### src/rtl/bfloat_pkg.sv
// Shared bfloat16 definitions for the mac1 multiply and add/sub datapaths.
package bfloat_pkg;

    typedef struct packed {
        logic       sign;
        logic [7:0] exp;
        logic [6:0] mant;
    } bf16_t;

    localparam logic [9:0]  BF_BIAS    = 10'd127;
    localparam logic [9:0]  BF_EXP_MAX = 10'd255;
    localparam logic [15:0] BF_QNAN    = 16'h7FC0;

    // Bit positions within the {nan, ovf, unf, zero} flag field
    localparam int FLAG_NAN  = 3;
    localparam int FLAG_OVF  = 2;
    localparam int FLAG_UNF  = 1;
    localparam int FLAG_ZERO = 0;

endpackage

### src/rtl/bfloat_norm_round.sv
// Normalizes a 16-bit significand product and rounds it to 7 mantissa bits (RNE).
// Combinational; shared with the bfloat16 add/sub stage.
module bfloat_norm_round (
    input  logic [15:0] i_prod,
    input  logic [9:0]  i_exp,
    output logic [6:0]  o_mant,
    output logic [9:0]  o_exp
);

    logic       w_hi;
    logic       w_g;
    logic       w_r;
    logic       w_s;
    logic       w_up;
    logic [6:0] w_kept;
    logic [7:0] w_sum;
    logic [9:0] w_exp_n;

    // w_g is the LSB that survives; w_r the first dropped bit; w_s the sticky OR below it
    assign w_hi   = i_prod[15];
    assign w_kept = w_hi ? i_prod[14:8] : i_prod[13:7];
    assign w_g    = w_hi ? i_prod[8]    : i_prod[7];
    assign w_r    = w_hi ? i_prod[7]    : i_prod[6];
    assign w_s    = w_hi ? (|i_prod[6:0]) : (|i_prod[5:0]);
    assign w_up   = w_r && (w_g || w_s);

    assign w_sum   = {1'b0, w_kept} + {7'd0, w_up};
    assign w_exp_n = i_exp + {9'd0, w_hi};

    // A carry out of the mantissa leaves it at zero and bumps the exponent
    assign o_mant = w_sum[6:0];
    assign o_exp  = w_exp_n + {9'd0, w_sum[7]};

endmodule

### src/rtl/bfloat_mul_pipe.sv
// Three-stage bfloat16 multiplier (unpack/multiply, normalize/round, result) with
// valid/ready on both sides. Define BFLOAT_MUL_FLAGS_EN to add the flags port.
module bfloat_mul_pipe
    import bfloat_pkg::*;
(
    input  logic        clk,
    input  logic        rst_n,
    input  logic        in_valid,
    output logic        in_ready,
    input  logic [15:0] a,
    input  logic [15:0] b,
    output logic        out_valid,
    input  logic        out_ready,
    output logic [15:0] p
`ifdef BFLOAT_MUL_FLAGS_EN
    ,
    output logic [3:0]  flags
`endif
);

    bf16_t w_a;
    bf16_t w_b;
    assign w_a = a;
    assign w_b = b;

    logic r_v1;
    logic r_v2;
    logic r_v3;
    logic w_ld1;
    logic w_ld2;
    logic w_ld3;

    // Load enables ripple back from the output so bubbles collapse in one cycle
    assign w_ld3    = r_v2 && (!r_v3 || out_ready);
    assign w_ld2    = r_v1 && (!r_v2 || w_ld3);
    assign in_ready = !r_v1 || w_ld2;
    assign w_ld1    = in_valid && in_ready;

    always_ff @(posedge clk or negedge rst_n) begin
        if (!rst_n) begin
            r_v1 <= 1'b0;
            r_v2 <= 1'b0;
            r_v3 <= 1'b0;
        end else begin
            if (w_ld1)
                r_v1 <= 1'b1;
            else if (w_ld2)
                r_v1 <= 1'b0;
            if (w_ld2)
                r_v2 <= 1'b1;
            else if (w_ld3)
                r_v2 <= 1'b0;
            if (w_ld3)
                r_v3 <= 1'b1;
            else if (out_ready)
                r_v3 <= 1'b0;
        end
    end

    logic               w_zero_a;
    logic               w_zero_b;
    logic               w_inf_a;
    logic               w_inf_b;
    logic               w_nan_a;
    logic               w_nan_b;
    logic        [15:0] w_prod;
    logic signed [9:0]  w_exp_sum;

    assign w_zero_a  = (w_a.exp == 8'd0);
    assign w_zero_b  = (w_b.exp == 8'd0);
    assign w_inf_a   = (w_a.exp == 8'hFF) && (w_a.mant == 7'd0);
    assign w_inf_b   = (w_b.exp == 8'hFF) && (w_b.mant == 7'd0);
    assign w_nan_a   = (w_a.exp == 8'hFF) && (w_a.mant != 7'd0);
    assign w_nan_b   = (w_b.exp == 8'hFF) && (w_b.mant != 7'd0);
    assign w_prod    = {8'd0, 1'b1, w_a.mant} * {8'd0, 1'b1, w_b.mant};
    assign w_exp_sum = {2'b00, w_a.exp} + {2'b00, w_b.exp} - BF_BIAS;

    logic               r1_sign;
    logic        [15:0] r1_prod;
    logic signed [9:0]  r1_exp;
    logic               r1_nan;
    logic               r1_inf;
    logic               r1_zero;

    always_ff @(posedge clk) begin
        if (w_ld1) begin
            r1_sign <= w_a.sign ^ w_b.sign;
            r1_prod <= w_prod;
            r1_exp  <= w_exp_sum;
            r1_nan  <= w_nan_a || w_nan_b || (w_inf_a && w_zero_b) || (w_zero_a && w_inf_b);
            r1_inf  <= w_inf_a || w_inf_b;
            r1_zero <= w_zero_a || w_zero_b;
        end
    end

    logic        [6:0]  w_nr_mant;
    logic signed [9:0]  w_nr_exp;
    logic               w_ovf;
    logic               w_unf;
    logic        [15:0] w_p2;

    bfloat_norm_round u_norm_round (
        .i_prod (r1_prod),
        .i_exp  (r1_exp),
        .o_mant (w_nr_mant),
        .o_exp  (w_nr_exp)
    );

    assign w_ovf = !r1_nan && !r1_inf && !r1_zero && (w_nr_exp >= $signed(BF_EXP_MAX));
    assign w_unf = !r1_nan && !r1_inf && !r1_zero && (w_nr_exp <= 10'sd0);

    always_comb begin
        w_p2 = {r1_sign, w_nr_exp[7:0], w_nr_mant};
        if (r1_nan)
            w_p2 = BF_QNAN;
        else if (r1_inf || w_ovf)
            w_p2 = {r1_sign, 8'hFF, 7'h0};
        else if (r1_zero || w_unf)
            w_p2 = {r1_sign, 15'h0};
    end

    logic [15:0] r2_p;
    logic [15:0] r_p;

    always_ff @(posedge clk) begin
        if (w_ld2)
            r2_p <= w_p2;
    end

    always_ff @(posedge clk or negedge rst_n) begin
        if (!rst_n)
            r_p <= 16'h0000;
        else if (w_ld3)
            r_p <= r2_p;
    end

    assign p         = r_p;
    assign out_valid = r_v3;

`ifdef BFLOAT_MUL_FLAGS_EN
    logic [3:0] w_flags2;
    logic [3:0] r2_flags;
    logic [3:0] r_flags;

    always_comb begin
        w_flags2            = 4'h0;
        w_flags2[FLAG_NAN]  = r1_nan;
        w_flags2[FLAG_OVF]  = w_ovf;
        w_flags2[FLAG_UNF]  = w_unf;
        w_flags2[FLAG_ZERO] = (w_p2[14:0] == 15'd0);
    end

    always_ff @(posedge clk) begin
        if (w_ld2)
            r2_flags <= w_flags2;
    end

    always_ff @(posedge clk or negedge rst_n) begin
        if (!rst_n)
            r_flags <= 4'h0;
        else if (w_ld3)
            r_flags <= r2_flags;
    end

    assign flags = r_flags;
`endif

endmodule

### config.mk
export PLATFORM = sky130hd
export DESIGN_NAME = bfloat_mul_pipe
export DESIGN_NICKNAME = d
export VERILOG_FILES = /design/src/rtl/bfloat_pkg.sv /design/src/rtl/bfloat_norm_round.sv /design/src/rtl/bfloat_mul_pipe.sv
export SDC_FILE = /design/constraint.sdc
export NUM_CORES = 1
export LEC_CHECK = 0
export ABC_AREA = 1
export CORE_ASPECT_RATIO = 0.75
export CORE_MARGIN = 10
export CORE_UTILIZATION = 45
export CTS_CLUSTER_DIAMETER = 60
export DETAILED_ROUTE_END_ITERATION = 10
export GPL_TIMING_DRIVEN = 0
export HOLD_SLACK_MARGIN = 0.05
export PLACE_DENSITY_LB_ADDON = 0.05
export SLEW_MARGIN = 20
export SYNTH_ARGS = -nofsm -noshare
export SYNTH_HDL_FRONTEND = slang
export SYNTH_SLANG_ARGS = --single-unit
export TNS_END_PERCENT = 1
### constraint.sdc
create_clock -name clk -period 4.5 [get_ports clk]
set_input_delay 1.35 -clock clk [delete_from_list [all_inputs] [get_ports clk]]
set_output_delay 1.35 -clock clk [all_outputs]
set_load 0.01 [all_outputs]
==> impl_results.md <==
* Outcome: complete, but fails checks
* Violated checks: setup timing
* Die Y at approximately 120 microns
* Synth top area share at 25.3%
* Number of diodes at 0
* Vias per Instance at 4.85
* Worst Setup End Kind: flip-flop
* Final Hold Viols at 0
* Final WS setup at -0.0763 ns
* Combinational power share at 53.6%
* Fmax achieved at 0.219 GHz
* Cell Count, Final, Fillers Out at 840
* Crit path launch: a[4]
* Hold buffer count at CTS at 0
* Worst slew margin at 40.2%
* Cell taking the most area after synthesis: edfxtp_1
* Final Max Tran Viols at 0
* Syn Area/Cell at 9.07 sq um
* Crit path cell chain: buf_8 > buf_8 > nand2_4 > inv_2 > fa_1 > fa_1 > fa_1 > inv_2 > fa_1 > inv_2 > ha_4 > nand2_2 > nand2_2 > a21oi_2 > o21ai_2 > a21oi_2 > xor2_1
* Ys Warns at 0
* Port Buf Inserts at 49
* Die area at roughly 17,000 sq um
* Tightest Pin Transition at 0.894 ns
* Max-cap violation count at 0
* GP Congestion at 0.853
* 1st-pass router iterations at 4
* Crit path arrival time at 4.65 ns
* First-pass GRT wire length at 20,100 microns
* Synth unique cells at 36
* Hold Path Origin: r2_p[2]
* Mapped Area at 5460 sq um
* Syn Nets at 728
* Pin count of the biggest net entering global routing at 31
* Final ANT Viol Nets at 0
* Dpl cell area at 6280 sq um
* Synth Instances at roughly 600
* Global Route Usage Sum at 14.2%
* Post-synthesis sequential element count at 65
* Initial core utilization at 46.5%
* Dpl hpwl at 9180 microns
* RR Startpoint: r1_prod[15]
* Internal Dissipation at 2.38 mW
* Final wirelength at 11,200 microns
* Worst Setup Start Kind: input port
* Worst Setup Path Type: in2reg
* Crit-path most repeated cell: fa_1
* Total core area at between 10,000 and 15,000 sq um
* Dpl cells at roughly 800
* Via count at a little over 4,000
* Pre-CTS WS at -1.14 ns
* Latest clock arrival within the worst-skew pair at 0.33 ns
* Pwr dens at roughly 560 nW/um^2
* Die width at 147 microns
* Initial drt markers at around 130
* Seq pwr share at 28.4%
* Worst-path clk slew at 0.05 ns
* Area delta synth->final at 26.2%
* Fillers at 1,028
* Nets@finish at 799
* Site row count at 34
* Final period utilization at 102%
* Req. time, crit path at approximately 4.6 ns
* Vias in the first global route at 4,372
* CP peak stage delay at about 0.52 ns
* Wire per inst at 13.3 microns
* Residual DRC at 0
* Sequential area share after synthesis at 34.0%
* Leak at 3.33 nW
* Sw Share at 38.0%
* Final instance area at 6890 sq um
* Final setup fails at 6
* Crit-path max FO at 6
* Final setup skew at 0.00634 ns
* RSZ-0062 raised after global routing: true
* CTS tree: built
* H-Tree Depth at 3
* Remaining Overflow, GRT at 0
* Peak VDD IR at 0.000301 V
* Period minus WS final at 4.58 ns
* Largest cells by area after synthesis: edfxtp_1, fa_1, ha_1, inv_1, dfrtp_1
* Hold Crit Class: reg2reg
* Initial antenna violation count at 0
* Slowest CP cell: fa_1
* CTS sink count at 65
* CTS max path bufs at 2
* Top Ports at between 50 and 60
* Layout cell share with drive strength beyond 1 at 21.8%
* Net switching power at 1.45 mW
* Clk network pwr share at between 10% and 20%
* CTS root buf: clkbuf_16
* Total clock buffers created by CTS at 9
-- per-stage QoR --
step / power [mW] / TNS (ns) / util [%] / hold WS [ns]
after global routing: 4.16 / -1.11 / 58.7 / 0.495
after detailed placement: 2.90 / -9.94 / 53.5 / 0.467
final: 3.83 / -0.273 / 58.7 / 0.475
after global placement: 2.87 / -9.80 / 53.5 / 0.462
after CTS: 3.76 / -1.08 / 57.6 / 0.478
after floorplan: 2.37 / -1.57 / - / 0.455
-- what timing repair did --
item / in CTS / in global routing
buffers inserted: 11 / 3
pin swaps: 20 / 35
resized for setup: 69 / 64
endpoints found under the setup margin: 11 / 11
-- registers in the layout, indices dropped and copies added (netlist names), 10 cells and up --
signal / flops
p: 16
r1_prod: 16
r2_p: 16
r1_exp: 10
-- worst paths after layout --
path | endpoint | slack, ns | cells past startpoint
worst max-delay path | r1_prod[13] | -0.08 | 17
worst min-delay path | p[2] | 0.48 | 1
worst max register to register | r2_p[0] | 0.71 | 22
worst min register to register | p[2] | 0.48 | 1
max in group asynchronous | p[2] | 2.42 | 1
min in group asynchronous | p[14] | 1.53 | 1
-- synthesized netlist by cell type --
| library cell | instances |
|---|---|
| a21oi_1 | 18 |
| inv_1 | 131 |
| mux2_2 | 16 |
| a21o_1 | 1 |
| o211ai_1 | 1 |
| or2_2 | 2 |
| dfrtp_1 | 19 |
| nand3_4 | 1 |
| mux2i_1 | 2 |
| clkbuf_1 | 12 |
| a21oi_4 | 1 |
| edfxtp_1 | 46 |
| o21ai_0 | 14 |
| buf_4 | 1 |
| nand2_4 | 1 |
| a22o_1 | 2 |
| xnor2_1 | 7 |
| nand2_1 | 122 |
| nand3_2 | 2 |
| nor3_1 | 2 |
| inv_2 | 1 |
| or2_1 | 1 |
| nand4_1 | 11 |
| buf_2 | 1 |
| nand2_2 | 1 |
| o21bai_1 | 2 |
| nor2_4 | 1 |
| fa_1 | 38 |
| ha_1 | 52 |
| nand3_1 | 28 |
| nor2_1 | 30 |
| nor4_1 | 6 |
| o31ai_4 | 1 |
| nor2_2 | 10 |
| xor2_1 | 17 |
| a2111oi_0 | 1 |
-- final cells by class --
type | instances | area (sq um) | share of cell area, %
multi-input combinational | 391 | 3280 | 47.6
sequential | 65 | 1860 | 26.9
timing repair buffer | 63 | 606 | 8.79
inverter | 132 | 495 | 7.19
clock buffer | 10 | 239 | 3.47
tap | 162 | 203 | 2.94
buffer | 11 | 144 | 2.09
clock inverter | 6 | 66.3 | 0.962
-- critical path, delay by kind of cell --
kind	cells	cell delay (ns)
XOR/XNOR	1	0.16
buffers and inverters	5	0.34
AO/OA/AOI/OAI	3	0.31
AND/OR/NAND/NOR	3	0.17
adder cells (fa/ha/maj)	5	2.30
-- power groups by stage --
stage / Combinational, mW / Sequential [mW] / Clock, mW
floorplan: 1.26 / 1.11 / 0
global route: 2.31 / 1.12 / 0.731
global placement: 1.78 / 1.09 / 0
detailed placement: 1.80 / 1.10 / 0
CTS: 1.96 / 1.09 / 0.706
finish: 2.06 / 1.09 / 0.689
-- cell families (layout without fill, tap and decap cells) --
| logic type | Yosys count | count (layout) | share of synthesized area, % |
|---|---|---|---|
| buffers and inverters | 146 | 222 | 10.1 |
| multiplexers | 18 | 18 | 3.67 |
| flip-flops | 65 | 65 | 34.0 |
| AND/OR/NAND/NOR | 218 | 218 | 17.9 |
| AO/OA/AOI/OAI | 41 | 41 | 4.65 |
| adder cells (fa/ha/maj) | 90 | 90 | 25.8 |
| XOR/XNOR | 24 | 24 | 3.85 |
-- layer usage --
layer / share of wire, % / track usage, % / wire length (microns)
met3: 3.7 / 3.57 / 419
met2: 47 / 24.2 / 5310
met4: 1.3 / 3.69 / 151
met1: 48 / 17.8 / 5330
met5: 0 / 0 / 0
-- placed cells by master, fill, tap and decap left out, drive strengths merged, types with 3 or more instances in the layout --
cell type	count
clkbuf	15
xor2	17
nand3	31
o21ai	14
a21oi	19
buf	28
clkinv	3
clkdlybuf4s50	39
nor4	6
inv	133
nand2	124
or2	3
mux2	16
nand4	11
xnor2	7
nor2	41
edfxtp	46
dfrtp	19
ha	52
fa	38
Power figures use the tool's default switching activity.
